File: config.mk
export PLATFORM = sky130hd
export DESIGN_NAME = voice_allocator
export DESIGN_NICKNAME = d
export VERILOG_FILES = /design/src/rtl/voice_allocator.sv
export SDC_FILE = /design/constraint.sdc
export NUM_CORES = 1
export LEC_CHECK = 0
export CAP_MARGIN = 20
export CORE_UTILIZATION = 58
export CTS_BUF_LIST = sky130_fd_sc_hd__clkbuf_16
export DETAILED_ROUTE_END_ITERATION = 8
export PLACE_DENSITY_LB_ADDON = 0.2
export SLEW_MARGIN = 25
export SYNTH_ARGS = -nofsm -noshare
export SYNTH_HDL_FRONTEND = slang
export SYNTH_SLANG_ARGS = --single-unit
File: constraint.sdc
create_clock -name clk -period 7.7 [get_ports clk]
set_input_delay 1.54 -clock clk [delete_from_list [all_inputs] [get_ports clk]]
set_output_delay 1.54 -clock clk [all_outputs]
set_load 0.01 [all_outputs]
File: src/rtl/voice_allocator.sv
// Allocates the 12 chromatic keys to NVOICE oscillator voices. Key edges are queued as
// pending press/release events and one event is serviced per clock, releases first.
module voice_allocator #(
  parameter int unsigned NVOICE = 4
) (
  input  logic                  clk,
  input  logic                  rst,
  input  logic [11:0]           keys,
  output logic [4*NVOICE-1:0]   voice_note,
  output logic [NVOICE-1:0]     voice_gate,
  output logic [NVOICE-1:0]     voice_new,
  output logic                  busy
);

  localparam int unsigned NKEY = 12;
  localparam int unsigned RW   = $clog2(NVOICE);

  logic [NKEY-1:0]   keys_q, pend_press_q, pend_press_d, pend_rel_q, pend_rel_d;
  logic [NKEY-1:0]   press_e, rel_e;
  logic [3:0]        note_q [NVOICE];
  logic [3:0]        note_d [NVOICE];
  logic [RW-1:0]     rank_q [NVOICE];
  logic [RW-1:0]     rank_d [NVOICE];
  logic [NVOICE-1:0] gate_q, gate_d, new_q, new_d;

  logic [3:0]    rel_k, press_k;
  logic          dup, free_hit;
  logic [RW-1:0] free_v, old_v, tgt, tgt_rank;

  always_comb begin
    press_e = keys & ~keys_q;
    rel_e   = ~keys & keys_q;

    // Descending scans so the lowest set index wins.
    rel_k   = '0;
    press_k = '0;
    for (int k = NKEY - 1; k >= 0; k--) begin
      if (pend_rel_q[k])   rel_k   = 4'(k);
      if (pend_press_q[k]) press_k = 4'(k);
    end

    dup      = 1'b0;
    free_hit = 1'b0;
    free_v   = '0;
    old_v    = '0;
    for (int v = NVOICE - 1; v >= 0; v--) begin
      if (gate_q[v] && note_q[v] == press_k) dup = 1'b1;
      if (!gate_q[v]) begin
        free_hit = 1'b1;
        free_v   = RW'(v);
      end
      if (rank_q[v] == RW'(NVOICE - 1)) old_v = RW'(v);
    end
    tgt      = free_hit ? free_v : old_v;
    tgt_rank = rank_q[tgt];

    pend_press_d = pend_press_q;
    pend_rel_d   = pend_rel_q;
    note_d       = note_q;
    rank_d       = rank_q;
    gate_d       = gate_q;
    new_d        = '0;

    if (|pend_rel_q) begin
      pend_rel_d[rel_k] = 1'b0;
      for (int v = 0; v < NVOICE; v++) begin
        if (gate_q[v] && note_q[v] == rel_k) gate_d[v] = 1'b0;
      end
    end else if (|pend_press_q) begin
      pend_press_d[press_k] = 1'b0;
      if (!dup) begin
        for (int v = 0; v < NVOICE; v++) begin
          if (RW'(v) == tgt) begin
            note_d[v] = press_k;
            gate_d[v] = 1'b1;
            new_d[v]  = 1'b1;
            rank_d[v] = '0;
          end else if (rank_q[v] < tgt_rank) begin
            rank_d[v] = rank_q[v] + RW'(1);
          end
        end
      end
    end

    // New edges are folded in after the service clear; a release cancels an unserviced press.
    for (int k = 0; k < NKEY; k++) begin
      if (press_e[k]) begin
        pend_press_d[k] = 1'b1;
        pend_rel_d[k]   = 1'b0;
      end
      if (rel_e[k]) begin
        if (pend_press_d[k]) pend_press_d[k] = 1'b0;
        else                 pend_rel_d[k]   = 1'b1;
      end
    end
  end

  always_ff @(posedge clk or posedge rst) begin
    if (rst) begin
      keys_q       <= '0;
      pend_press_q <= '0;
      pend_rel_q   <= '0;
      gate_q       <= '0;
      new_q        <= '0;
      for (int v = 0; v < NVOICE; v++) begin
        note_q[v] <= '0;
        rank_q[v] <= RW'(v);
      end
    end else begin
      keys_q       <= keys;
      pend_press_q <= pend_press_d;
      pend_rel_q   <= pend_rel_d;
      gate_q       <= gate_d;
      new_q        <= new_d;
      note_q       <= note_d;
      rank_q       <= rank_d;
    end
  end

  always_comb begin
    voice_note = '0;
    for (int v = 0; v < NVOICE; v++) voice_note[4*v +: 4] = note_q[v];
  end

  assign voice_gate = gate_q;
  assign voice_new  = new_q;
  assign busy       = |pend_press_q | |pend_rel_q;

endmodule

-- Word level (Yosys, flattened, before mapping)
Index checks and enable logic that the tools add are counted.
- muxes and demuxes: 137
- order comparisons: 9
- equal/unequal tests: 20
- add/subtract/negate cells: 4
- reduce and logical (&&, ||, !) cells: 34
- bitwise logic cells: 12
- operator list (cell ; count):
    $mux W4 ; 30
    $mux W1 ; 82
    $and A12 B12 Y12 ; 4
    $not A12 Y12 ; 4
    $reduce_and A4 Y1 ; 12
    $mux W2 ; 19
    $mux W12 ; 3
    $eq A4 B4 Y1 ; 8
    $reduce_or A12 Y1 ; 2
    $reduce_bool A2 Y1 ; 9
    $logic_and A1 B1 Y1 ; 10
    $lt A4 B5 Y1 const B ; 2
    $add A2 B1 Y2 const B ; 4
    $demux W1 S4 ; 2
    $eq A2 B2 Y1 const B ; 4
    $ge A4 B1 Y1 const B ; 2
    $lt A2 B2 Y1 ; 4
    $ne A2 B2 Y1 const B ; 4
    $bmux W2 S2 ; 1
    $eq A2 B2 Y1 const A ; 2
    $ge A3 B3 Y1 const B ; 1
    $not A2 Y3 ; 1
    $eq A1 B2 Y1 const A ; 1
    $logic_not A2 Y1 ; 1
    other kinds (3) ; 4
- register bits: 68
- output and inout bits: 25
- input bits: 14
- word-level logic and storage cells: 232

-- Logic depth before layout (Yosys ltp)
Gate-level depths: netlist (run 1).
- depth after elaboration: 23
- gate-level depth with buffers: 16
- depth with buffers taken out: 16

-- Least setup slack after synthesis (run 1)
OpenSTA, ideal clock, no wires.
- path type: reg-to-reg
- start: register rank_q[5] in the netlist's numbering
- end: register rank_q[4] in the netlist's numbering
- period minus slack after synthesis: 3.150 ns
- data required time: 7.639 ns
- path slack: 4.550 ns
- stages on the path, launching flop included: 17
- data arrival time: 3.090 ns
- path through: dfrtp_1 ha_1 nand2b_1 o21ai_0 nand2_1 nand2_1 nor2_1 a21oi_1 o21ai_0 ha_1 nor2_1 a21oi_1 o21ai_0 o2bb2ai_1 a21oi_1 or4b_1 nand2_1
- longest elaborated chain between the ends: 11
- elaborated cells on any way between the ends: 13
- those cells by class: 1 x order compare; 2 x eq/ne; 7 x mux; 1 x bitwise; 2 x reduce/logical
- RTL lines (what ; RTL line ; RTL):
    start: declaration ; 22 ; logic [RW-1:0] rank_q [NVOICE];
    start signal: indexed assignment ; 107 ; rank_q[v] <= RW'(v);
    start signal: assignment ; 116 ; rank_q <= rank_d;
    $eq A2 B2 Y1 ; 52 ; if (rank_q[v] == RW'(NVOICE - 1)) old_v = RW'(v);
    $mux W2 (2 in a row) ; 52 ;
    $mux W2 ; 54 ; tgt = free_hit ? free_v : old_v;
    $not A2 Y3 (not written as such) ; 55 ; tgt_rank = rank_q[tgt];
    $bmux W2 S2 ; 55 ;
    $mux W2 (not written as such) (2 in a row) ; 55 ;
    $lt A2 B2 Y1 ; 78 ; end else if (rank_q[v] < tgt_rank) begin
    $reduce_bool A2 Y1 (no line) ; n/a ;
    $reduce_and A4 Y1 (no line) ; n/a ;
Parallel ways exist; a longest one is shown, timed or not. The select of a mux whose other input is x is not followed.
A chain may end at the register's enable or synchronous reset.

-- Final worst setup path (run 1)
- start: register pend_rel_q[1]
- end: output busy
- longest elaborated chain between the ends: 2
- RTL lines (what ; RTL line ; RTL):
    start: declaration ; 18 ; logic [NKEY-1:0] keys_q, pend_press_q, pend_press_d, pend_rel_q, pend_rel_d;
    start signal: assignment ; 112 ; pend_rel_q <= pend_rel_d;
    $reduce_or A12 Y1 ; 127 ; assign busy = |pend_press_q | |pend_rel_q;
    $or A1 B1 Y1 ; 127 ;
    end: declaration ; 12 ; output logic busy
Every way passes these cells.

==> results.toml, run 1 <==
[timing]
layout_worst_path_cycle_share_pct = 49.75
max_slew_margin_pct = 44.21
achievable-frequency_ghz = 0.2610
rsz0062_at_grt = "no"
final_period_minus_worst_setup_slack_ns = 3.831
final_hold_viol_count = 0
worst_hold_slack_ns = 0.4631
timing.clock.skew_ns = 0.009017
timing.final.ws_setup_ns = 3.869
maxSlewViolCount = 0
finalSetupViolations = 0
worst_slew_pin_slew_ns = 0.8368
fin_tns_setup_ns = 0

[layout]
multiInputGateArea_mm2 = 0.002019
postLayoutCoreUtil_pct = 72.55
final_layout_size_suffix_gt1_share_pct = 9.307
layout.area.seq_mm2 = 0.001707
fillCellCount = 468
final_design_area_no_fill_mm2 = 0.004633
area_delta_synth_final_pct = 19.64
antennaDiodeCount = 0
layout.cells.non_filler = 539
finalNetCount = 479

[synth]
synth-async-reset-ratio_pct = 100.0
synth_area_per_cell_um2 = 9.309
synth_compound_gate_area_share_pct = 20.39
syn_area_mm2 = 0.003872
post_synth_fa_ha_maj_area_fraction_pct = 2.585
synth-edff-count = 0
synth_largest_area_cell = "dfrtp_1"
postSynthRegisterBits = 68
synth_simple_gate_area_share_pct = 20.90
synth_commonest_cells = "64 x dfrtp_1, 45 x nand2_1, 42 x o21ai_0, 36 x nor2_1, 26 x inv_1"
synth_cell_type_count = 68
yosys.area_share.xor_xnor_pct = 2.714
synth_top_family_by_area = "simple AND/OR/NAND/NOR gates"
synth.net_count = 438
yosys_most_used_dff = "dfrtp_1"
synthCells = 416
synth-seq-area-share_pct = 44.07
synth_top_area_share_pct = 41.36
most_repeated_cell_in_the_gate_level_netlist_after_synthesis = "dfrtp_1"
synth_top_cells_by_area = "dfrtp_1 41%, o21ai_0 5.4%, nand2_1 4.4%"
synth_warnings = 0
yosys-mux-area-fraction_pct = 5.557

[grt]
grt_start_max_net_pins = 69
grt_antenna_before_repair = 0
remaining_overflow_grt = 0
total_grt_usage_pct = 29.46
grt_pass1_vias = 3337
first_pass_grt_wire_length_um = 15930

[place]
portBuffers = 38
place.gp.congestion = 0.9262
hpwlAfterDp_um = 6951
place.detailed.instances = 523
detailedPlace.worstSlack_ns = 4.131
dpl-instance-area_mm2 = 0.004315

[hold_path]
timing.hold.worst.class = "register to register"

[floorplan]
core_region_area_mm2 = 0.006386
dieWidth_um = 83.71
io-pin-count = 39
rows = 29
starting_density_pct = 60.64
die_area_mm2 = 0.007007
die_y_um = 83.71

[detailed_routing]
route.detailed.wl_per_inst_um = 18.12
post_drt_via_cell_ratio = 6.440
detail_route.iter0.violations = 345
drtAntennaViolNets = 0
vias = 3471
drc = 0
finalWirelength_um = 9769
drtPass1Iterations = 7

[setup_path]
critPathTopFamily = "simple AND/OR/NAND/NOR gates"
critical_path_arrival_ns = 2.29
worst-path-buf-inv = 2
worstSetupEndpointType = "primary output"
worstPathRequired_ns = 6.16
crit_type = "register to primary output"
critical_path_cell_by_cell = "nor4_4 -> nand4_1 -> inv_1 -> nand2_1 -> clkdlybuf4s50_1"
slowest_delay_ns = 0.48
worst_path_max_delay_cell = "nor4_4"
worstSetupStartpointType = "register"
cp_max_fo = 7

[clocking]
cts_tree = "yes"
cts-root-buf = "clkbuf_16"
cts_made_buffers = 9
htree_num_levels = 3
cts_resizes = 0
clkLatencyLatePin_ns = 0.33
post-cts-setup-buffer-count = 0
clock_sinks = 68
worst_setup_hold_path_clk_slew_ns = 0.05
postCtsHoldBufs = 0
clock_tree.buffer_depth = 2

[pwr]
fin_total_pwr_mw = 1.263
power.static_leakage_nw = 2.000
worst_ir_drop_vdd_v = 0.0002283
power_density_mw_per_mm2 = 272.6

[job]
drv_cap = 0

[status]
outcome = "completed"
flip-flops by register name, indices dropped and copies added (netlist names):
name,count
voice_new,4
pend_rel_q,12
pend_press_q,12
keys_q,12
rank_q,8
voice_note,16
voice_gate,4
power by group:
part | switching [mW] | internal (mW)
logic | 0.206 | 0.148
registers | 0.0711 | 0.404
clock network | 0.153 | 0.282
total | 0.429 | 0.834
worst paths after layout:
kind,from,to,slack (ns),depth (start not counted)
setup / recovery,pend_rel_q[1],busy,3.87,5
hold / removal,keys_q[0],pend_press_q[0],0.46,1
setup reg to reg,rank_q[5],rank_q[4],4.03,16
hold reg to reg,keys_q[0],pend_press_q[0],0.46,1
max in group asynchronous,rst,pend_press_q[1],5.37,3
min in group asynchronous,rst,voice_new[3],1.77,3
cell families (layout without fill, tap and decap cells):
kind of cell / after synthesis / count (layout)
AND/OR/NAND/NOR: 154 / 154
buffers and inverters: 36 / 82
flip-flops: 68 / 68
multiplexers: 18 / 18
AO/OA/AOI/OAI: 120 / 120
adder cells (fa/ha/maj): 8 / 8
XOR/XNOR: 12 / 12
placed cells by master (no fill, tap or decap), drive strengths merged, types with 3 or more instances in the layout:
cell	Yosys	routed
nand2b	15	15
o221ai	5	5
a31oi	6	6
a311oi	4	4
nor2	36	36
and3	3	3
mux2	16	16
clkbuf	5	9
nand4	8	8
or4	4	4
o32ai	3	3
clkdlybuf4s50	0	38
dfrtp	64	64
xnor2	9	9
o22ai	7	7
inv	26	27
nor2b	8	8
a21oi	17	17
o21ai	43	43
or3	3	3
nand2	45	45
clkinv	0	3
nor3	10	10
o41ai	3	3
xor2	3	3
nand3	8	8
nor4	7	7
o21a	3	3
ha	8	8
o31ai	5	5
dfstp	4	4
routing by layer:
metal	track usage (%)	wire (um)	up-vias
met5	0	0	-
met4	17.41	415	0
met3	6.133	545	38
met2	47.23	4761	138
met1	36.84	4046	1679
li1	-	-	1616
layout make-up:
class | count | share of cell area (%)
well taps | 77 | 2.079
multi-input cells | 312 | 43.59
flip-flops and latches | 68 | 36.84
inverters | 26 | 2.106
clock buffers | 9 | 4.861
clock inverters | 7 | 1.998
repair buffers | 40 | 8.534
worst reg2reg max path, delay by kind of cell, from the launching register on:
family | cells | cell delay [ns]
simple gates | 7 | 1.33
compound gates | 6 | 1.26
fa+ha+maj | 2 | 0.50
flops | 1 | 0.42
mux | 1 | 0.10
Power figures use the tool's default switching activity.
==> run 2, diff against run 1 <==
--- a/config.mk
+++ b/config.mk
@@ -6,7 +6,7 @@
 export NUM_CORES = 1
 export LEC_CHECK = 0
 export CAP_MARGIN = 20
-export CORE_UTILIZATION = 58
+export CORE_UTILIZATION = 57
 export CTS_BUF_LIST = sky130_fd_sc_hd__clkbuf_16
 export DETAILED_ROUTE_END_ITERATION = 8
 export PLACE_DENSITY_LB_ADDON = 0.2
==> constraint.sdc (replaced) <==
create_clock -name clk -period 3.55 [get_ports clk]
set_input_delay 0.71 -clock clk [delete_from_list [all_inputs] [get_ports clk]]
set_output_delay 0.71 -clock clk [all_outputs]
set_load 0.01 [all_outputs]
==> run 2 against run 1 <==
Net effect: the flow now finishes with violations (design-rule violations); wire length decreased by 2.0%; non-clock buffer count increased by 9; sequential share of layout area decreased by 0.26 points; clock power increased by 84%; cell area increased by 0.70%; global-route usage decreased by 0.49 points; worst setup slack got worse by 3.7 ns; worst hold slack got worse by 0.0056 ns; via count decreased by 0.52%; register-to-register slack got worse by 3.9 ns; cell count increased by 1.7%.
==> results.toml, run 2 (synthesis gave the netlist of run 1 again) <==
[status]
outcome = "complete, but fails checks"
failed_checks = "design-rule violations"

[place]
hpwlAfterDp_um = 7080
place.detailed.instances = 532
portBuffers = 38
place.gp.congestion = 0.9327

[clocking]
postCtsHoldBufs = 0
htree_num_levels = 3
clkLatencyLatePin_ns = 0.33
cts_tree = "yes"
clock_tree.buffer_depth = 2
cts_made_buffers = 9
worst_setup_hold_path_clk_slew_ns = 0.06
clock_sinks = 68
cts-root-buf = "clkbuf_16"

[layout]
highest_count_cells_in_the_layout_ignoring_fill_and_taps = "64 x dfrtp_1, 45 x nand2_1, 41 x o21ai_0, 38 x clkdlybuf4s50_1, 36 x nor2_1"
antennaDiodeCount = 0
layout.cells.most_common = "dfrtp_1"
fillCellCount = 497
layout.cells.non_filler = 548
finalNetCount = 488
area_delta_synth_final_pct = 20.48
final_layout_size_suffix_gt1_share_pct = 11.04
postLayoutCoreUtil_pct = 72.24
number_of_flip_flops_in_the_largest_register = 16

[detailed_routing]
highest-signal-layer = "met4"
finalWirelength_um = 9570
met3_length_um = 682
vias = 3453
detail_route.iter0.violations = 367
drtAntennaViolNets = 0
m1WireLength_um = 4091
detailroute.wirelength.met2_um = 4580
route.detailed.wl_per_inst_um = 17.46
drtPass1Iterations = 7
post_drt_via_cell_ratio = 6.301
drc = 3

[setup_path]
critical_path_arrival_ns = 3.65
crit_type = "register to register"
worstSetupStartpointType = "register"
cp_max_fo = 7
worstPathRequired_ns = 3.82
worstSetupEndpointType = "register"

[pwr]
worst_ir_drop_vdd_v = 0.0004088
power_density_mw_per_mm2 = 560.0
power.share.sequential_pct = 39.2
power.static_leakage_nw = 2.023
fin_total_pwr_mw = 2.613
share_clk_of_total_power_pct = 30.7
p_switching_uw = 932.5
comb_power_share_pct = 30.1
cell_internal_pwr_mw = 1.680
power.switching_fraction_pct = 35.69

[timing]
fin_tns_setup_ns = 0
maxSlewViolCount = 0
final_period_minus_worst_setup_slack_ns = 3.378
timing.clock.skew_ns = 0.007274
layout_worst_path_cycle_share_pct = 95.14
finalSetupViolations = 0
worst_slew_pin_slew_ns = 0.7039
final_hold_viol_count = 0
max_slew_margin_pct = 53.01
rsz0062_at_grt = "no"
worst_hold_slack_ns = 0.4575
achievable-frequency_ghz = 0.2961

[grt]
total_grt_usage_pct = 28.96
grt_antenna_before_repair = 0
grt_start_max_net_pins = 37
remaining_overflow_grt = 0
first_pass_grt_wire_length_um = 16130
grt_pass1_vias = 3319

[floorplan]
io-pin-count = 39
dieWidth_um = 84.43
die_y_um = 84.43
starting_density_pct = 59.96
die_area_mm2 = 0.007128
rows = 29
core_region_area_mm2 = 0.006459

[job]
drv_cap = 0

[hold_path]
timing.hold.worst.class = "register to register"
==> run 2: cell count changes in the layout (fill, tap and decap cells not counted) <==
cell,delta
bufinv_16,-2
o21ai_1,+1
buf_12,+1
buf_4,+8
o21ai_0,-1
clkinvlp_4,+1
clkinv_2,+1
==> run 2: power groups by stage <==
stage,clock (mW),sequential (mW),combinational [mW]
2_1_floorplan,0,0.994,0.535
3_3_place_gp,0,1.02,0.752
3_5_place_dp,0,1.03,0.768
4_1_cts,0.814,1.02,0.776
5_1_grt,0.852,1.04,0.863
6_report,0.801,1.02,0.788
==> run 2: area by class of cell <==
class	count	area, um2	area share, %
well taps	77	96.34	2.065
multi-input cells	312	2019	43.28
repair buffers	49	475.5	10.19
clock buffers	9	225.2	4.827
inverters	26	97.59	2.092
flip-flops and latches	68	1707	36.58
clock inverters	7	45.04	0.9654
==> run 2: what timing repair did <==
| item | 4_1_cts | 5_1_grt |
|---|---|---|
| buffers inserted | 0 | 0 |
| setup endpoints to repair | 0 | 6 |
| gates resized for setup | 0 | 1 |
==> run 2: routing by layer <==
layer / vias up / global-route usage [%]
li1: 1628 / -
met1: 1641 / 39.02
met2: 159 / 47.24
met3: 25 / 5.506
met4: 0 / 10.32
met5: - / 0
==> run 2: critical path, stage by stage, from the launching register on <==
cell       delay [ns]
dfstp_2          0.59
ha_1             0.17
nor2_1           0.05
o311a_1          0.34
nor2_1           0.27
nand2_1          0.23
nand2_1          0.11
o21ai_1          0.16
ha_1             0.25
nor2_1           0.12
a21oi_1          0.08
o21ai_0          0.15
o2bb2ai_1        0.13
a21oi_1          0.08
or4b_1           0.52
nand2_1          0.08
==> run 2: worst paths after layout <==
check                      cells past startpoint       from  slack (ns)               to
max                                           15  rank_q[0]        0.17        rank_q[4]
min                                            1  keys_q[0]        0.46  pend_press_q[0]
max reg2reg                                   15  rank_q[0]        0.17        rank_q[4]
min reg2reg                                    1  keys_q[0]        0.46  pend_press_q[0]
max in group asynchronous                      3        rst        2.10        keys_q[3]
min in group asynchronous                      2        rst        0.82    voice_gate[2]
==> run 2: through the flow <==
stage          area, um2  setup WS [ns]
2_1_floorplan       3872         0.3997
3_5_place_dp        4395         0.1698
5_1_grt             4666       0.003374
4_1_cts             4666         0.1118
6_report            4666         0.1725
3_3_place_gp        4395         0.2581
